### config.mk
export PLATFORM = sky130hd
export DESIGN_NAME = cache_fill_unit
export DESIGN_NICKNAME = d
export VERILOG_FILES = /design/src/rtl/cache_pkg.sv /design/src/rtl/fill_req_fifo.sv /design/src/rtl/cache_fill_unit.sv
export SDC_FILE = /design/constraint.sdc
export NUM_CORES = 1
export LEC_CHECK = 0
export ABC_AREA = 1
export BUFFER_PORTS_ARGS = -buffer_cell sky130_fd_sc_hd__buf_2
export CAP_MARGIN = 5
export CORE_UTILIZATION = 50
export CTS_BUF_LIST = sky130_fd_sc_hd__clkbuf_16
export DETAILED_ROUTE_END_ITERATION = 16
export GPL_TIMING_DRIVEN = 0
export PLACE_DENSITY = 0.76
export SLEW_MARGIN = 20
export SYNTH_ARGS = -nofsm -noshare
export SYNTH_HDL_FRONTEND = slang
export SYNTH_SLANG_ARGS = --single-unit
### constraint.sdc
create_clock -name clk_i -period 14.3 [get_ports clk_i]
set_input_delay 2.86 -clock clk_i [delete_from_list [all_inputs] [get_ports clk_i]]
set_output_delay 2.86 -clock clk_i [all_outputs]
set_load 0.005 [all_outputs]
### src/rtl/cache_pkg.sv
// cache_pkg: widths, line-address type and fill FSM encoding shared by the
// miss-fill path (cache_fill_unit and its request FIFO).
package cache_pkg;

    localparam int ADDR_W     = 20;               // byte address width
    localparam int LINE_W     = 128;              // cache line width
    localparam int BEAT_W     = 32;               // memory read beat width
    localparam int LINE_OFF_W = 4;                // byte offset bits inside a line
    localparam int TAG_W      = ADDR_W - LINE_OFF_W;
    localparam int BEATS      = LINE_W / BEAT_W;  // beats per line
    localparam int BEAT_CNT_W = $clog2(BEATS);

    typedef logic [TAG_W-1:0] line_addr_t;

    typedef enum logic [1:0] {
        FILL_IDLE  = 2'd0,
        FILL_REQ   = 2'd1,
        FILL_BEATS = 2'd2,
        FILL_DONE  = 2'd3
    } fill_state_t;

    // Expand a line address back into a line-aligned byte address.
    function automatic logic [ADDR_W-1:0] line_to_byte(input line_addr_t la);
        return {la, {LINE_OFF_W{1'b0}}};
    endfunction

endpackage

### src/rtl/fill_req_fifo.sv
// fill_req_fifo: small queue of pending miss line addresses. Exposes the head
// entry plus a parallel compare of the incoming address against every valid
// entry (head included) so the caller can drop duplicate misses.
module fill_req_fifo
    import cache_pkg::*;
#(
    parameter int DEPTH = 2
) (
    input  logic       clk_i,
    input  logic       rst_i,
    input  logic       push_i,
    input  line_addr_t push_addr_i,
    input  logic       pop_i,
    output line_addr_t head_o,
    output logic       full_o,
    output logic       empty_o,
    output logic       match_o
);

    localparam int PTR_W = (DEPTH > 1) ? $clog2(DEPTH) : 1;
    localparam int CNT_W = $clog2(DEPTH + 1);

    line_addr_t       entry_q [DEPTH];
    logic [DEPTH-1:0] vld_q;
    logic [DEPTH-1:0] vld_next;
    logic [PTR_W-1:0] rd_ptr_q;
    logic [PTR_W-1:0] wr_ptr_q;
    logic [CNT_W-1:0] count_q;
    logic             do_push;
    logic             do_pop;

    // Pointer advance with explicit wrap so non-power-of-two depths also work.
    function automatic logic [PTR_W-1:0] ptr_inc(input logic [PTR_W-1:0] p);
        if (p == PTR_W'(DEPTH - 1)) return '0;
        return p + PTR_W'(1);
    endfunction

    assign full_o  = (count_q == CNT_W'(DEPTH));
    assign empty_o = (count_q == '0);
    assign head_o  = entry_q[rd_ptr_q];
    assign do_push = push_i && !full_o;
    assign do_pop  = pop_i && !empty_o;

    // Per-entry valid bits: pop clears the head slot, push sets the tail slot.
    always_comb begin
        vld_next = vld_q;
        if (do_pop)  vld_next[rd_ptr_q] = 1'b0;
        if (do_push) vld_next[wr_ptr_q] = 1'b1;
    end

    // Duplicate detect: incoming address against every occupied slot.
    always_comb begin
        match_o = 1'b0;
        for (int i = 0; i < DEPTH; i++) begin
            if (vld_q[i] && (entry_q[i] == push_addr_i)) match_o = 1'b1;
        end
    end

    // Storage, pointers and occupancy; push and pop may share an edge.
    always_ff @(posedge clk_i or posedge rst_i) begin
        if (rst_i) begin
            for (int i = 0; i < DEPTH; i++) entry_q[i] <= '0;
            vld_q    <= '0;
            rd_ptr_q <= '0;
            wr_ptr_q <= '0;
            count_q  <= '0;
        end else begin
            vld_q <= vld_next;
            if (do_push) begin
                entry_q[wr_ptr_q] <= push_addr_i;
                wr_ptr_q          <= ptr_inc(wr_ptr_q);
            end
            if (do_pop) rd_ptr_q <= ptr_inc(rd_ptr_q);
            case ({do_push, do_pop})
                2'b10:   count_q <= count_q + CNT_W'(1);
                2'b01:   count_q <= count_q - CNT_W'(1);
                default: count_q <= count_q;
            endcase
        end
    end

endmodule

### src/rtl/cache_fill_unit.sv
// cache_fill_unit: miss-fill stage behind the cache lookup. Queues miss line
// addresses, reads each line from memory as four beats and returns it with a
// one-cycle fill_valid_o pulse.
// Optional build macro: CACHE_FILL_TIMEOUT_EN adds a per-transaction watchdog
// that pulses timeout_o and reissues the same request after TIMEOUT cycles.
//
// Memory handshake: mem_req_o is raised with mem_addr_o and both are held
// stable until the first rising edge that sees mem_ack_i=1 (the request is
// accepted on that edge). After acceptance each edge with mem_rvalid_i=1
// delivers one beat, word 0 first; beats may arrive with arbitrary gaps and
// there is no backpressure on them. mem_rvalid_i outside a read is ignored.
module cache_fill_unit
    import cache_pkg::*;
#(
    parameter int FIFO_DEPTH = 2,
    parameter int TIMEOUT    = 64
) (
    input  logic              clk_i,
    input  logic              rst_i,
    input  logic              rqst_i,
    input  logic [ADDR_W-1:0] addr_i,
    output logic              busy_o,
    output logic              mem_req_o,
    output logic [ADDR_W-1:0] mem_addr_o,
    input  logic              mem_ack_i,
    input  logic              mem_rvalid_i,
    input  logic [BEAT_W-1:0] mem_rdata_i,
    output logic              fill_valid_o,
    output logic [ADDR_W-1:0] fill_addr_o,
    output logic [LINE_W-1:0] fill_data_o,
    output logic              timeout_o
);

    fill_state_t                       state_q;
    logic [BEAT_CNT_W-1:0]             beat_cnt_q;
    logic [BEATS-2:0][BEAT_W-1:0]      beat_buf_q;  // words 0..2; word 3 goes straight to fill_data_o
    line_addr_t                        head;
    line_addr_t                        rqst_line;
    logic                              fifo_full;
    logic                              fifo_empty;
    logic                              fifo_match;
    logic                              push;
    logic                              pop;
    logic                              last_beat;
    logic                              tmo_hit;
    logic                              unused_addr_bits;

    assign rqst_line        = addr_i[ADDR_W-1:LINE_OFF_W];
    assign unused_addr_bits = ^addr_i[LINE_OFF_W-1:0];

    // A miss already queued or in flight is not fetched twice.
    assign push = rqst_i && !fifo_full && !fifo_match;
    assign pop  = (state_q == FILL_DONE);

    assign busy_o       = fifo_full;
    assign mem_req_o    = (state_q == FILL_REQ);
    assign fill_valid_o = (state_q == FILL_DONE);
    assign last_beat    = (state_q == FILL_BEATS) && mem_rvalid_i &&
                          (beat_cnt_q == BEAT_CNT_W'(BEATS - 1));

    fill_req_fifo #(
        .DEPTH (FIFO_DEPTH)
    ) u_fifo (
        .clk_i       (clk_i),
        .rst_i       (rst_i),
        .push_i      (push),
        .push_addr_i (rqst_line),
        .pop_i       (pop),
        .head_o      (head),
        .full_o      (fifo_full),
        .empty_o     (fifo_empty),
        .match_o     (fifo_match)
    );

`ifdef CACHE_FILL_TIMEOUT_EN
    localparam int TMO_W = (TIMEOUT > 1) ? $clog2(TIMEOUT) : 1;

    logic [TMO_W-1:0] tmo_cnt_q;
    logic             tmo_active;

    assign tmo_active = (state_q == FILL_REQ) || (state_q == FILL_BEATS);
    // A completing last beat wins over an expiring counter on the same edge.
    assign tmo_hit    = tmo_active && (tmo_cnt_q == TMO_W'(TIMEOUT - 1)) && !last_beat;

    // Watchdog: restarts on every entry to REQ, counts while a read is open.
    always_ff @(posedge clk_i or posedge rst_i) begin
        if (rst_i) begin
            tmo_cnt_q <= '0;
            timeout_o <= 1'b0;
        end else begin
            timeout_o <= tmo_hit;
            if (tmo_hit || ((state_q == FILL_IDLE) && !fifo_empty)) begin
                tmo_cnt_q <= '0;
            end else if (tmo_active) begin
                tmo_cnt_q <= tmo_cnt_q + TMO_W'(1);
            end
        end
    end
`else
    localparam int unused_timeout = TIMEOUT;

    assign tmo_hit   = 1'b0;
    assign timeout_o = 1'b0;
`endif

    // Fill FSM: issue request, collect beats, publish the line, pop the head.
    always_ff @(posedge clk_i or posedge rst_i) begin
        if (rst_i) begin
            state_q     <= FILL_IDLE;
            beat_cnt_q  <= '0;
            beat_buf_q  <= '0;
            mem_addr_o  <= '0;
            fill_addr_o <= '0;
            fill_data_o <= '0;
        end else if (tmo_hit) begin
            // Abandon the partial line and reissue the same head.
            state_q    <= FILL_REQ;
            beat_cnt_q <= '0;
        end else begin
            case (state_q)
                FILL_IDLE: begin
                    if (!fifo_empty) begin
                        state_q    <= FILL_REQ;
                        mem_addr_o <= line_to_byte(head);
                    end
                end
                FILL_REQ: begin
                    if (mem_ack_i) begin
                        state_q    <= FILL_BEATS;
                        beat_cnt_q <= '0;
                    end
                end
                FILL_BEATS: begin
                    if (mem_rvalid_i) begin
                        beat_cnt_q <= beat_cnt_q + BEAT_CNT_W'(1);
                        if (last_beat) begin
                            state_q     <= FILL_DONE;
                            fill_addr_o <= line_to_byte(head);
                            fill_data_o <= {mem_rdata_i, beat_buf_q};
                        end else begin
                            beat_buf_q[beat_cnt_q] <= mem_rdata_i;
                        end
                    end
                end
                FILL_DONE: begin
                    state_q <= FILL_IDLE;
                end
                default: begin
                    state_q <= FILL_IDLE;
                end
            endcase
        end
    end

endmodule

### Word level (Yosys, flattened, before mapping)

Index checks and enable logic that the tools add are counted.

| cells by class | value |
|---|---|
| $add $sub $neg | 5 |
| bitwise logic cells | 7 |
| order comparisons | 9 |
| multiplexer cells | 34 |
| reductions and logical operators | 24 |
| eq/ne operators | 13 |

Operators with widths:

| cell | count |
|---|---|
| 96-bit bitwise mux | 1 |
| 32-bit demux with 2-bit select | 1 |
| 16-bit two-way mux | 4 |
| 32-bit bitwise mux | 1 |
| 16-bit equality test | 2 |
| 32-bit two-way mux | 1 |
| 16-bit demux with 1-bit select | 1 |
| 2-bit two-way mux | 8 |
| 1-bit logical AND | 12 |
| 1-bit two-way mux | 12 |
| 2-bit equality test (second input constant) | 5 |
| 3-bit AND reduction | 3 |
| 2-bit case mux with 2 select lines | 2 |
| 2-bit case mux with 4 select lines | 1 |
| 2-bit inequality test (second input constant) | 3 |
| 2-bit by 1-bit adder with 2-bit output (second input constant) | 2 |
| 2-bit by 1-bit equality test with 1-bit output (second input constant) | 2 |
| 2-bit >= comparator (second input constant) | 2 |
| 2-bit zero test | 2 |
| 1-bit by 2-bit less-than comparator with 1-bit output (second input constant) | 2 |
| 1-bit inverter with 2-bit output | 2 |
| 4-bit AND reduction | 1 |
| 2-bit nonzero test | 2 |
| 1-bit zero test | 3 |
| other kinds (13) | 17 |

| storage, ports and cells | value |
|---|---|
| input port bits | 57 |
| output and inout port bits | 172 |
| word-level logic and storage cells | 106 |
| bits in registers | 298 |

### Longest topological paths before layout

Gate-level depths: netlist of the first run.

| logic depth | value |
|---|---|
| depth in word-level cells | 9 |
| mapped depth | 14 |
| gate-level depth less buffers | 14 |

### By module

Synthesis of the first run repeated with hierarchy kept, for this count alone.

| unflattened totals | value |
|---|---|
| cells, all modules | 1337 |
| area total of the unflattened synthesis | 12095.4 µm² |

Modules (own cells, without submodules):

| module | times used | cells each | area an instance (µm²) | seq. area each (µm²) |
|---|---|---|---|---|
| cache_fill_unit | 1 | 1027 | 9878.2 | 6506.2 |
| fill_req_fifo | 1 | 310 | 2217.1 | 950.9 |

### Worst setup path after synthesis of the first run

OpenSTA, ideal clock, no wires.

| timing path | value |
|---|---|
| kind | input -> register |
| start point | in addr_i[13] |
| end point | reg u_fifo.count_q[1] |
| arrival time | 4.226 ns |
| library setup time | 0.131 ns |
| path buffers | 0 |
| data required time | 14.169 ns |
| stages on the path | 12 |
| slack | 9.943 ns |
| cell sequence | inv_1 or2_1 nand3_1 nor2_2 nand2_1 nor2_2 nor2_4 inv_1 ha_1 a21oi_1 o21ai_0 xor2_1 |

| between the ends | value |
|---|---|
| cells in the longest elaborated chain, start to end | 9 |
| elaborated cells on any way between the ends | 13 |
| classes of those cells | eq/ne: 4; mux: 3; reduce/logical: 6 |

Ends and longest elaborated chain:

| element | RTL line | text |
|---|---|---|
| from (decl) | cache_fill_unit.sv:21 | `input logic [ADDR_W-1:0] addr_i,` |
| 16-bit equality test | fill_req_fifo.sv:55 | `if (vld_q[i] && (entry_q[i] == push_addr_i)) match_o = 1'b1;` |
| 1-bit logical AND | fill_req_fifo.sv:55 |  |
| 1-bit two-way mux | fill_req_fifo.sv:55 |  |
| 1-bit two-way mux * | fill_req_fifo.sv:55 |  |
| 1-bit zero test * | cache_fill_unit.sv:52 | `assign push = rqst_i && !fifo_full && !fifo_match;` |
| 1-bit logical AND * | cache_fill_unit.sv:52 |  |
| 1-bit logical AND * | fill_req_fifo.sv:41 | `assign do_push = push_i && !full_o;` |
| 2-bit by 1-bit equality test with 1-bit output / 2-bit equality test (equally long branches) | fill_req_fifo.sv:74 | `case ({do_push, do_pop})` |
| 2-bit case mux with 2 select lines / 2-bit nonzero test (equally long branches) | -- |  |
| to (signal assigned) | fill_req_fifo.sv:75 | `2'b10: count_q <= count_q + CNT_W'(1);` |
| to (signal assigned) | fill_req_fifo.sv:76 | `2'b01: count_q <= count_q - CNT_W'(1);` |
| to (signal assigned) | fill_req_fifo.sv:77 | `default: count_q <= count_q;` |
| to (decl) | fill_req_fifo.sv:28 | `logic [CNT_W-1:0] count_q;` |

Mark *: on every way between the ends. The rest lies on a longest branch, timed or not.
A chain may end at the register's enable or synchronous reset.

### Worst setup path after layout of the first run

| timing path | value |
|---|---|
| start point | reg state_q[1] |
| end point | out mem_req_o |

| between the ends | value |
|---|---|
| cells in the longest elaborated chain, start to end | 1 |

Ends and longest elaborated chain:

| element | RTL line | text |
|---|---|---|
| from (decl) | cache_fill_unit.sv:34 | `fill_state_t state_q;` |
| from (signal assigned) | cache_fill_unit.sv:109 | `state_q <= FILL_IDLE;` |
| from (signal assigned) | cache_fill_unit.sv:117 | `state_q <= FILL_REQ;` |
| from (signal assigned) | cache_fill_unit.sv:123 | `state_q <= FILL_REQ;` |
| 2-bit by 1-bit equality test with 1-bit output | cache_fill_unit.sv:56 | `assign mem_req_o = (state_q == FILL_REQ);` |
| to (decl) | cache_fill_unit.sv:23 | `output logic mem_req_o,` |

No other way between the ends.

==> impl_metrics.prom, run 1 <==
# TYPE chip_impl_metric gauge
chip_impl_metric{name="share_of_cells_above_drive_strength_1",unit=""} 0.203
chip_impl_info{name="worstSetupEndpointType",value="output pin"} 1
chip_impl_metric{name="min_period_over_period",unit=""} 0.301
chip_impl_metric{name="global_route_wire_length_before_repair",unit="um"} 49700
chip_impl_metric{name="route.detailed.drc",unit=""} 0
chip_impl_info{name="path_type_of_the_worst_min_delay_path",value="register to register"} 1
chip_impl_info{name="status",value="completed"} 1
chip_impl_metric{name="ant_nets",unit=""} 0
chip_impl_metric{name="synth_edf_count",unit=""} 0
chip_impl_metric{name="hold_depth",unit=""} 2
chip_impl_metric{name="tritoncts.num_buffers",unit=""} 31
chip_impl_metric{name="first_pass_iters",unit=""} 5
chip_impl_metric{name="synth.cell_area",unit="mm2"} 0.0121
chip_impl_metric{name="post_synth.cell_area_avg",unit="um2"} 9.09
chip_impl_metric{name="cts_hold_repair.buffers",unit=""} 0
chip_impl_metric{name="worst_setup_hold_path_clk_slew",unit="ns"} 0.06
chip_impl_info{name="synth_area_leader_cell",value="sky130_fd_sc_hd__dfrtp_1"} 1
chip_impl_metric{name="yosysSeqAreaShare",unit=""} 0.616
chip_impl_metric{name="chipHeight",unit="um"} 158
chip_impl_metric{name="flow.area_growth_from_synthesis",unit="%"} 22.5
chip_impl_metric{name="boundaryPins",unit=""} 229
chip_impl_metric{name="total_power",unit="uW"} 3250
chip_impl_info{name="regToRegEndpoint",value="fill_data_o[112]$_DFFE_PP0P_"} 1
chip_impl_metric{name="post_cts.resized_instances",unit=""} 0
chip_impl_metric{name="synth.distinct_cells",unit=""} 37
chip_impl_metric{name="hold_viol_final",unit=""} 0
chip_impl_metric{name="crit_required",unit="ns"} 11.44
chip_impl_metric{name="fin_worst_skew",unit="ns"} 0.0200
chip_impl_info{name="timing.critical_path.cells",value="inv_1 > ha_1 > buf_2"} 1
chip_impl_info{name="setup.worst_path.start",value="state_q[1]$_DFFE_PP0P_"} 1
chip_impl_metric{name="r2r.worst_path.cells",unit=""} 6
chip_impl_metric{name="h-tree-depth",unit=""} 1
chip_impl_metric{name="initial_utilization",unit=""} 0.512
chip_impl_metric{name="worst_ep_arrival_time",unit="ns"} 1.44
chip_impl_info{name="final_common_cell",value="sky130_fd_sc_hd__nand2_1"} 1
chip_impl_metric{name="routed_wire_length_per_instance",unit="um"} 16.1
chip_impl_metric{name="top_area_cell_type_share_of_the_netlist_area",unit=""} 0.616
chip_impl_metric{name="drv_cap",unit=""} 0
chip_impl_metric{name="via_per_inst",unit=""} 5.07
chip_impl_info{name="holdPathEnd",value="fill_data_o[79]$_DFFE_PP0P_"} 1
chip_impl_metric{name="report.final.setup_viol",unit=""} 0
chip_impl_info{name="crit_path_class",value="register to output pin"} 1
chip_impl_metric{name="critical_path.max_fanout",unit=""} 4
chip_impl_metric{name="area_of_the_die",unit="mm2"} 0.0248
chip_impl_metric{name="fin_nets",unit=""} 1656
chip_impl_metric{name="grt_total_usage",unit=""} 0.257
chip_impl_info{name="rsz0062_at_grt",value="no"} 1
chip_impl_metric{name="drt_iter0_drc",unit=""} 719
chip_impl_metric{name="hpwlAfterDp",unit="um"} 21200
chip_impl_metric{name="globalRoute.totalOverflow",unit=""} 0
chip_impl_metric{name="nFillCells",unit=""} 1979
chip_impl_metric{name="antenna_found_initial",unit=""} 2
chip_impl_metric{name="wirelength",unit="um"} 31200
chip_impl_metric{name="reg_to_reg_setup_timing_slack",unit="ns"} 11.91
chip_impl_metric{name="leakage",unit="uW"} 0.00827
chip_impl_metric{name="netlist_instances",unit=""} 1331
chip_impl_info{name="regToRegStartpoint",value="state_q[0]$_DFFE_PP0P_"} 1
chip_impl_metric{name="clock_path_buffers",unit=""} 3
chip_impl_info{name="min_from",value="beat_buf_q[79]$_DFFE_PP0P_"} 1
chip_impl_metric{name="final_period_minus_worst_setup_slack",unit="ns"} 4.30
chip_impl_info{name="main_synth_ff_type",value="sky130_fd_sc_hd__dfrtp_1"} 1
chip_impl_metric{name="io_buffer_count",unit=""} 215
chip_impl_metric{name="drv_slew",unit=""} 0
chip_impl_metric{name="asyncSetResetFlopFracSynth",unit=""} 1.00
chip_impl_metric{name="max-vdd-ir-drop",unit="mV"} 0.122
chip_impl_metric{name="maxClockFrequency",unit="MHz"} 232
chip_impl_metric{name="yosys_warnings",unit=""} 0
chip_impl_metric{name="synth.ff_latch_count",unit=""} 298
chip_impl_metric{name="clock_insertion_delay_worst_skew",unit="ns"} 0.56
chip_impl_metric{name="routability_congestion_estimate",unit=""} 0.867
chip_impl_info{name="most-common-layout-cells",value="601 x sky130_fd_sc_hd__nand2_1, 298 x sky130_fd_sc_hd__dfrtp_1, 222 x sky130_fd_sc_hd__buf_2, 152 x sky130_fd_sc_hd__o21ai_0, 77 x sky130_fd_sc_hd__inv_1"} 1
chip_impl_info{name="cts-root-buf",value="sky130_fd_sc_hd__clkbuf_16"} 1
chip_impl_metric{name="power-per-cell-area",unit="mW/mm2"} 219
chip_impl_metric{name="slew_headroom",unit=""} 0.480
chip_impl_info{name="crit_path_top_delay_cell",value="sky130_fd_sc_hd__dfrtp_1"} 1
chip_impl_metric{name="cts_setup_buffers",unit=""} 0
chip_impl_metric{name="fin_tns_setup",unit="ns"} 0
chip_impl_metric{name="grt_pass1_vias",unit=""} 9559
chip_impl_info{name="cts_tree",value="yes"} 1
chip_impl_metric{name="via_count",unit=""} 9801
chip_impl_metric{name="rows",unit=""} 56
chip_impl_metric{name="least_margin_pin_slew",unit="ns"} 0.780
chip_impl_info{name="crit_path_start_kind",value="register"} 1
chip_impl_info{name="synth.top_cells.by_area",value="sky130_fd_sc_hd__dfrtp_1 62%, sky130_fd_sc_hd__nand2_1 19%, sky130_fd_sc_hd__o21ai_0 6.3%"} 1
chip_impl_metric{name="die_w",unit="um"} 158
chip_impl_metric{name="crit_path_max_incr_delay",unit="ns"} 0.41
chip_impl_metric{name="clock_sinks",unit=""} 298
chip_impl_metric{name="grt_start_max_net_pins",unit=""} 111
chip_impl_metric{name="fp.coreArea",unit="mm2"} 0.0236
[synth_stat cells, types with 2 or more instances]
cell type / number
sky130_fd_sc_hd__nand2_1: 601
sky130_fd_sc_hd__dfrtp_1: 298
sky130_fd_sc_hd__o21ai_0: 152
sky130_fd_sc_hd__inv_1: 75
sky130_fd_sc_hd__clkbuf_1: 46
sky130_fd_sc_hd__nand3_1: 36
sky130_fd_sc_hd__nor2_1: 18
sky130_fd_sc_hd__mux2_2: 13
sky130_fd_sc_hd__buf_4: 10
sky130_fd_sc_hd__ha_1: 10
sky130_fd_sc_hd__xnor2_1: 10
sky130_fd_sc_hd__buf_2: 7
sky130_fd_sc_hd__nor2_2: 7
sky130_fd_sc_hd__nand3_2: 6
sky130_fd_sc_hd__buf_6: 4
sky130_fd_sc_hd__o21ai_1: 4
sky130_fd_sc_hd__a31oi_1: 3
sky130_fd_sc_hd__inv_2: 3
sky130_fd_sc_hd__nor2_4: 3
sky130_fd_sc_hd__o21a_1: 3
sky130_fd_sc_hd__a21oi_1: 2
sky130_fd_sc_hd__clkinv_1: 2
sky130_fd_sc_hd__nand2_2: 2
sky130_fd_sc_hd__nand4_4: 2
sky130_fd_sc_hd__xor2_1: 2
[cells by family (layout without fill, tap and decap cells)]
kind of cell               after synthesis  count (layout)  synth area share
and+or+nand+nor                        681             681             0.227
DFF                                    298             298             0.616
AOI/OAI and AO/OA                      166             166            0.0701
buffers and inverters                  150             425            0.0550
muxes                                   13              13            0.0121
xor gates and xnor gates                12              12           0.00869
adders and majority gates               10              10            0.0103
other                                    1              11          0.000310
[critical path: cells and delay by family (launching register included)]
family     cells  cell delay, ns
flops          1            0.41
buf+inv        2            0.27
fa+ha+maj      1            0.19
[how the worst max path moves through the flow]
stage,slack (ns),endpoint,depth (start not counted)
3_5_place_dp,9.57,u_fifo.count_q[1]$_DFFE_PP0P_,15
5_1_grt,9.94,mem_req_o,3
4_1_cts,9.98,mem_req_o,3
6_report,10.0,mem_req_o,3
3_3_place_gp,0.23,fill_data_o[103]$_DFFE_PP0P_,2
2_1_floorplan,3.21,beat_buf_q[0]$_DFFE_PP0P_,1
[per-layer routing]
metal,vias up,track usage,part of all wire
met4,0,0.0869,0.029
li1,4667,-,-
met5,-,0,0
met1,4770,0.347,0.44
met3,55,0.0435,0.055
met2,309,0.421,0.48
[registers in the layout (all words and copies together) (netlist names)]
name / flops
fill_data_o: 128
beat_buf_q: 96
u_fifo.entry_q: 32
fill_addr_o: 16
mem_addr_o: 16
beat_cnt_q: 2
state_q: 2
u_fifo.count_q: 2
u_fifo.vld_q: 2
u_fifo.rd_ptr_q: 1
u_fifo.wr_ptr_q: 1
[stage by stage]
stage	area (um2)	worst slack, ns	hold WS (ns)	util	instances
6_report	14800	10.0	0.471	0.628	1935
5_1_grt	14800	9.94	0.486	0.627	1934
4_1_cts	14800	9.98	0.474	0.627	1933
3_5_place_dp	13700	9.57	0.455	0.579	1875
3_3_place_gp	13600	0.226	0.450	0.576	1873
2_1_floorplan	12100	3.21	0.442	-	1339
[where the power goes]
part / switching (uW) / internal, uW / leakage, uW
sequential: 217 / 1200 / 0.00390
clock: 341 / 559 / 0.000572
combinational: 533 / 396 / 0.00380
[layout make-up]
class	instances	area, um2	area share
buffer	70	365	0.0247
antenna	2	5.00	0.000338
tap	319	399	0.0269
sequential	298	7460	0.503
clock buffer	31	776	0.0524
clock inverter	27	372	0.0251
timing repair buffer	217	1130	0.0763
inverter	80	308	0.0208
multi-input combinational	891	4010	0.270
Power figures use the tool's default switching activity.
==> run 2: changes to the inputs <==
==> constraint.sdc (replaced) <==
create_clock -name clk_i -period 4 [get_ports clk_i]
set_input_delay 0.8 -clock clk_i [delete_from_list [all_inputs] [get_ports clk_i]]
set_output_delay 0.8 -clock clk_i [all_outputs]
set_load 0.005 [all_outputs]
==> run 2 against run 1 <==
  * Critical endpoint is now fill_data_o[114]$_DFFE_PP0P_
  * Largest power group unchanged
  * Critical path depth increased by 3
  * First-iteration DRC count decreased by 15%
  * Clock power increased to 2.9 times the previous value
  * Worst hold slack got worse by 0.11 ns
==> impl_metrics.prom, run 2 (synthesized netlist as in run 1, its figures left out) <==
# TYPE chip_impl_metric gauge
chip_impl_metric{name="worst-path-buf-inv",unit=""} 3
chip_impl_metric{name="r2r.worst_path.cells",unit=""} 6
chip_impl_info{name="rsz0062_at_grt",value="no"} 1
chip_impl_metric{name="chipHeight",unit="um"} 158
chip_impl_metric{name="total_power",unit="uW"} 11000
chip_impl_metric{name="drv_cap",unit=""} 0
chip_impl_metric{name="report.final.setup_viol",unit=""} 0
chip_impl_metric{name="fin_worst_skew",unit="ns"} 0.00860
chip_impl_metric{name="hpwlAfterDp",unit="um"} 21800
chip_impl_metric{name="initial_utilization",unit=""} 0.512
chip_impl_info{name="worstSetupEndpointType",value="register"} 1
chip_impl_metric{name="flow.area_growth_from_synthesis",unit="%"} 21.4
chip_impl_metric{name="rows",unit=""} 56
chip_impl_metric{name="first_pass_iters",unit=""} 5
chip_impl_info{name="setup.worst_path.start",value="state_q[0]$_DFFE_PP0P_"} 1
chip_impl_info{name="largest_registers",value="fill_data_o: 128 flops, beat_buf_q: 96 flops, u_fifo.entry_q: 32 flops"} 1
chip_impl_info{name="largest-register",value="fill_data_o"} 1
chip_impl_metric{name="wirelength",unit="um"} 30900
chip_impl_metric{name="largest_register_ffs",unit=""} 128
chip_impl_metric{name="fp.coreArea",unit="mm2"} 0.0236
chip_impl_info{name="timing.critical_path.cells",value="inv_1 > ha_1 > nand3_1 > clkbuf_1 > clkbuf_1 > o21ai_0"} 1
chip_impl_metric{name="max-vdd-ir-drop",unit="mV"} 0.493
chip_impl_metric{name="crit_required",unit="ns"} 4.40
chip_impl_metric{name="via_count",unit=""} 9746
chip_impl_metric{name="grt_start_max_net_pins",unit=""} 36
chip_impl_info{name="most-common-layout-cells",value="601 x sky130_fd_sc_hd__nand2_1, 298 x sky130_fd_sc_hd__dfrtp_1, 222 x sky130_fd_sc_hd__buf_2, 152 x sky130_fd_sc_hd__o21ai_0, 82 x sky130_fd_sc_hd__inv_1"} 1
chip_impl_metric{name="boundaryPins",unit=""} 229
chip_impl_metric{name="drt_iter0_drc",unit=""} 611
chip_impl_metric{name="count_of_non_filler_cells_in_the_finished_layout",unit=""} 1936
chip_impl_metric{name="antenna_found_initial",unit=""} 3
chip_impl_metric{name="drv_slew",unit=""} 0
chip_impl_metric{name="post_cts.resized_instances",unit=""} 0
chip_impl_metric{name="grt_total_usage",unit=""} 0.255
chip_impl_metric{name="ant_nets",unit=""} 0
chip_impl_info{name="crit_path_top_delay_cell",value="sky130_fd_sc_hd__clkbuf_1"} 1
chip_impl_metric{name="hold_viol_final",unit=""} 0
chip_impl_info{name="crit_path_start_kind",value="register"} 1
chip_impl_metric{name="placement.setup.worst_slack",unit="ns"} 1.34
chip_impl_metric{name="area_of_the_die",unit="mm2"} 0.0248
chip_impl_metric{name="leakage",unit="uW"} 0.00823
chip_impl_metric{name="route.detailed.drc",unit=""} 0
chip_impl_metric{name="globalRoute.totalOverflow",unit=""} 0
chip_impl_metric{name="fin_nets",unit=""} 1662
chip_impl_info{name="regToRegStartpoint",value="state_q[0]$_DFFE_PP0P_"} 1
chip_impl_metric{name="least_margin_pin_slew",unit="ns"} 0.743
chip_impl_info{name="crit_path_class",value="register to register"} 1
chip_impl_metric{name="routed_wire_length_per_instance",unit="um"} 16.0
chip_impl_metric{name="maxClockFrequency",unit="MHz"} 436
chip_impl_metric{name="tritoncts.num_buffers",unit=""} 30
chip_impl_metric{name="cts_hold_repair.buffers",unit=""} 0
chip_impl_metric{name="worst_ep_arrival_time",unit="ns"} 2.69
chip_impl_metric{name="clock_path_buffers",unit=""} 3
chip_impl_info{name="path_type_of_the_worst_min_delay_path",value="input port to asynchronous set/reset pin"} 1
chip_impl_info{name="status",value="completed"} 1
chip_impl_metric{name="nFillCells",unit=""} 1986
chip_impl_metric{name="placed_cells",unit=""} 1882
chip_impl_info{name="final_common_cell",value="sky130_fd_sc_hd__nand2_1"} 1
chip_impl_metric{name="io_buffer_count",unit=""} 215
chip_impl_metric{name="cts_setup_buffers",unit=""} 0
chip_impl_metric{name="clock_insertion_delay_worst_skew",unit="ns"} 0.55
chip_impl_metric{name="slew_headroom",unit=""} 0.504
chip_impl_metric{name="share_of_cells_above_drive_strength_1",unit=""} 0.201
chip_impl_metric{name="min_period_over_period",unit=""} 0.573
chip_impl_metric{name="global_route_wire_length_before_repair",unit="um"} 49300
chip_impl_metric{name="routability_congestion_estimate",unit=""} 0.848
chip_impl_metric{name="clock_sinks",unit=""} 298
chip_impl_metric{name="grt_pass1_vias",unit=""} 9469
chip_impl_metric{name="crit_path_max_incr_delay",unit="ns"} 0.57
chip_impl_metric{name="via_per_inst",unit=""} 5.03
chip_impl_metric{name="power-per-cell-area",unit="mW/mm2"} 746
chip_impl_metric{name="post_route_worst_hold_slack",unit="ns"} 0.366
chip_impl_metric{name="die_w",unit="um"} 158
chip_impl_metric{name="h-tree-depth",unit=""} 1
chip_impl_metric{name="critical_path.max_fanout",unit=""} 10
chip_impl_metric{name="worst_setup_hold_path_clk_slew",unit="ns"} 0.06
chip_impl_metric{name="final_period_minus_worst_setup_slack",unit="ns"} 2.29
chip_impl_info{name="cts_tree",value="yes"} 1
chip_impl_metric{name="crit_cells",unit=""} 6
chip_impl_info{name="critical_path.top_delay_family",value="buffers and inverters"} 1
chip_impl_metric{name="setup_ws",unit="ns"} 1.71
chip_impl_info{name="cp_common_cell",value="sky130_fd_sc_hd__clkbuf_1"} 1
chip_impl_info{name="cts-root-buf",value="sky130_fd_sc_hd__clkbuf_16"} 1
==> run 2: per-stage QoR <==
stage                     instance area [um2]   util  setup TNS (ns)
after floorplan                         12100      -         -226.21
after global placement                  13600  0.576         -711.60
after detailed placement                13800  0.584               0
after CTS                               14700  0.622               0
after global routing                    14700  0.622               0
final                                   14700  0.622               0
==> run 2: path summary, 6_finish.rpt <==
path | to | slack (ns)
max | fill_data_o[114]$_DFFE_PP0P_ | 1.71
min | fill_data_o[26]$_DFFE_PP0P_ | 0.37
max reg2reg | fill_data_o[114]$_DFFE_PP0P_ | 1.71
min reg2reg | fill_data_o[64]$_DFFE_PP0P_ | 0.46
max in group asynchronous | beat_buf_q[7]$_DFFE_PP0P_ | 2.54
min in group clk_i | fill_data_o[64]$_DFFE_PP0P_ | 0.46
==> run 2: area by class of cell <==
class	instances	area, um2	area share
Clock inverter	20	109	0.00741
Antenna cell	3	7.51	0.000511
Clock buffer	31	776	0.0528
Sequential cell	298	7460	0.508
Buffer	70	365	0.0249
Multi-Input combinational cell	891	4010	0.273
Timing Repair Buffer	224	1260	0.0860
Tap cell	319	399	0.0272
Inverter	80	304	0.0207
==> run 2: report_power, final <==
group	internal [uW]	leakage [uW]	switching, uW
combinational	1430	0.00386	1870
sequential	4300	0.00390	776
clock	1440	0.000470	1130
total	7170	0.00823	3780
==> run 2: per-layer routing <==
metal	track usage	share of wire	wire length, um
met5	0	0	0
met4	0.0777	0.026	806
met3	0.0540	0.068	2110
met2	0.418	0.48	14700
met1	0.340	0.43	13300
==> run 2: worst reg2reg max path, stage by stage (launching register included) <==
cell,delay [ns]
sky130_fd_sc_hd__dfrtp_1,0.37
sky130_fd_sc_hd__inv_1,0.09
sky130_fd_sc_hd__ha_1,0.28
sky130_fd_sc_hd__nand3_1,0.18
sky130_fd_sc_hd__clkbuf_1,0.57
sky130_fd_sc_hd__clkbuf_1,0.51
sky130_fd_sc_hd__o21ai_0,0.16
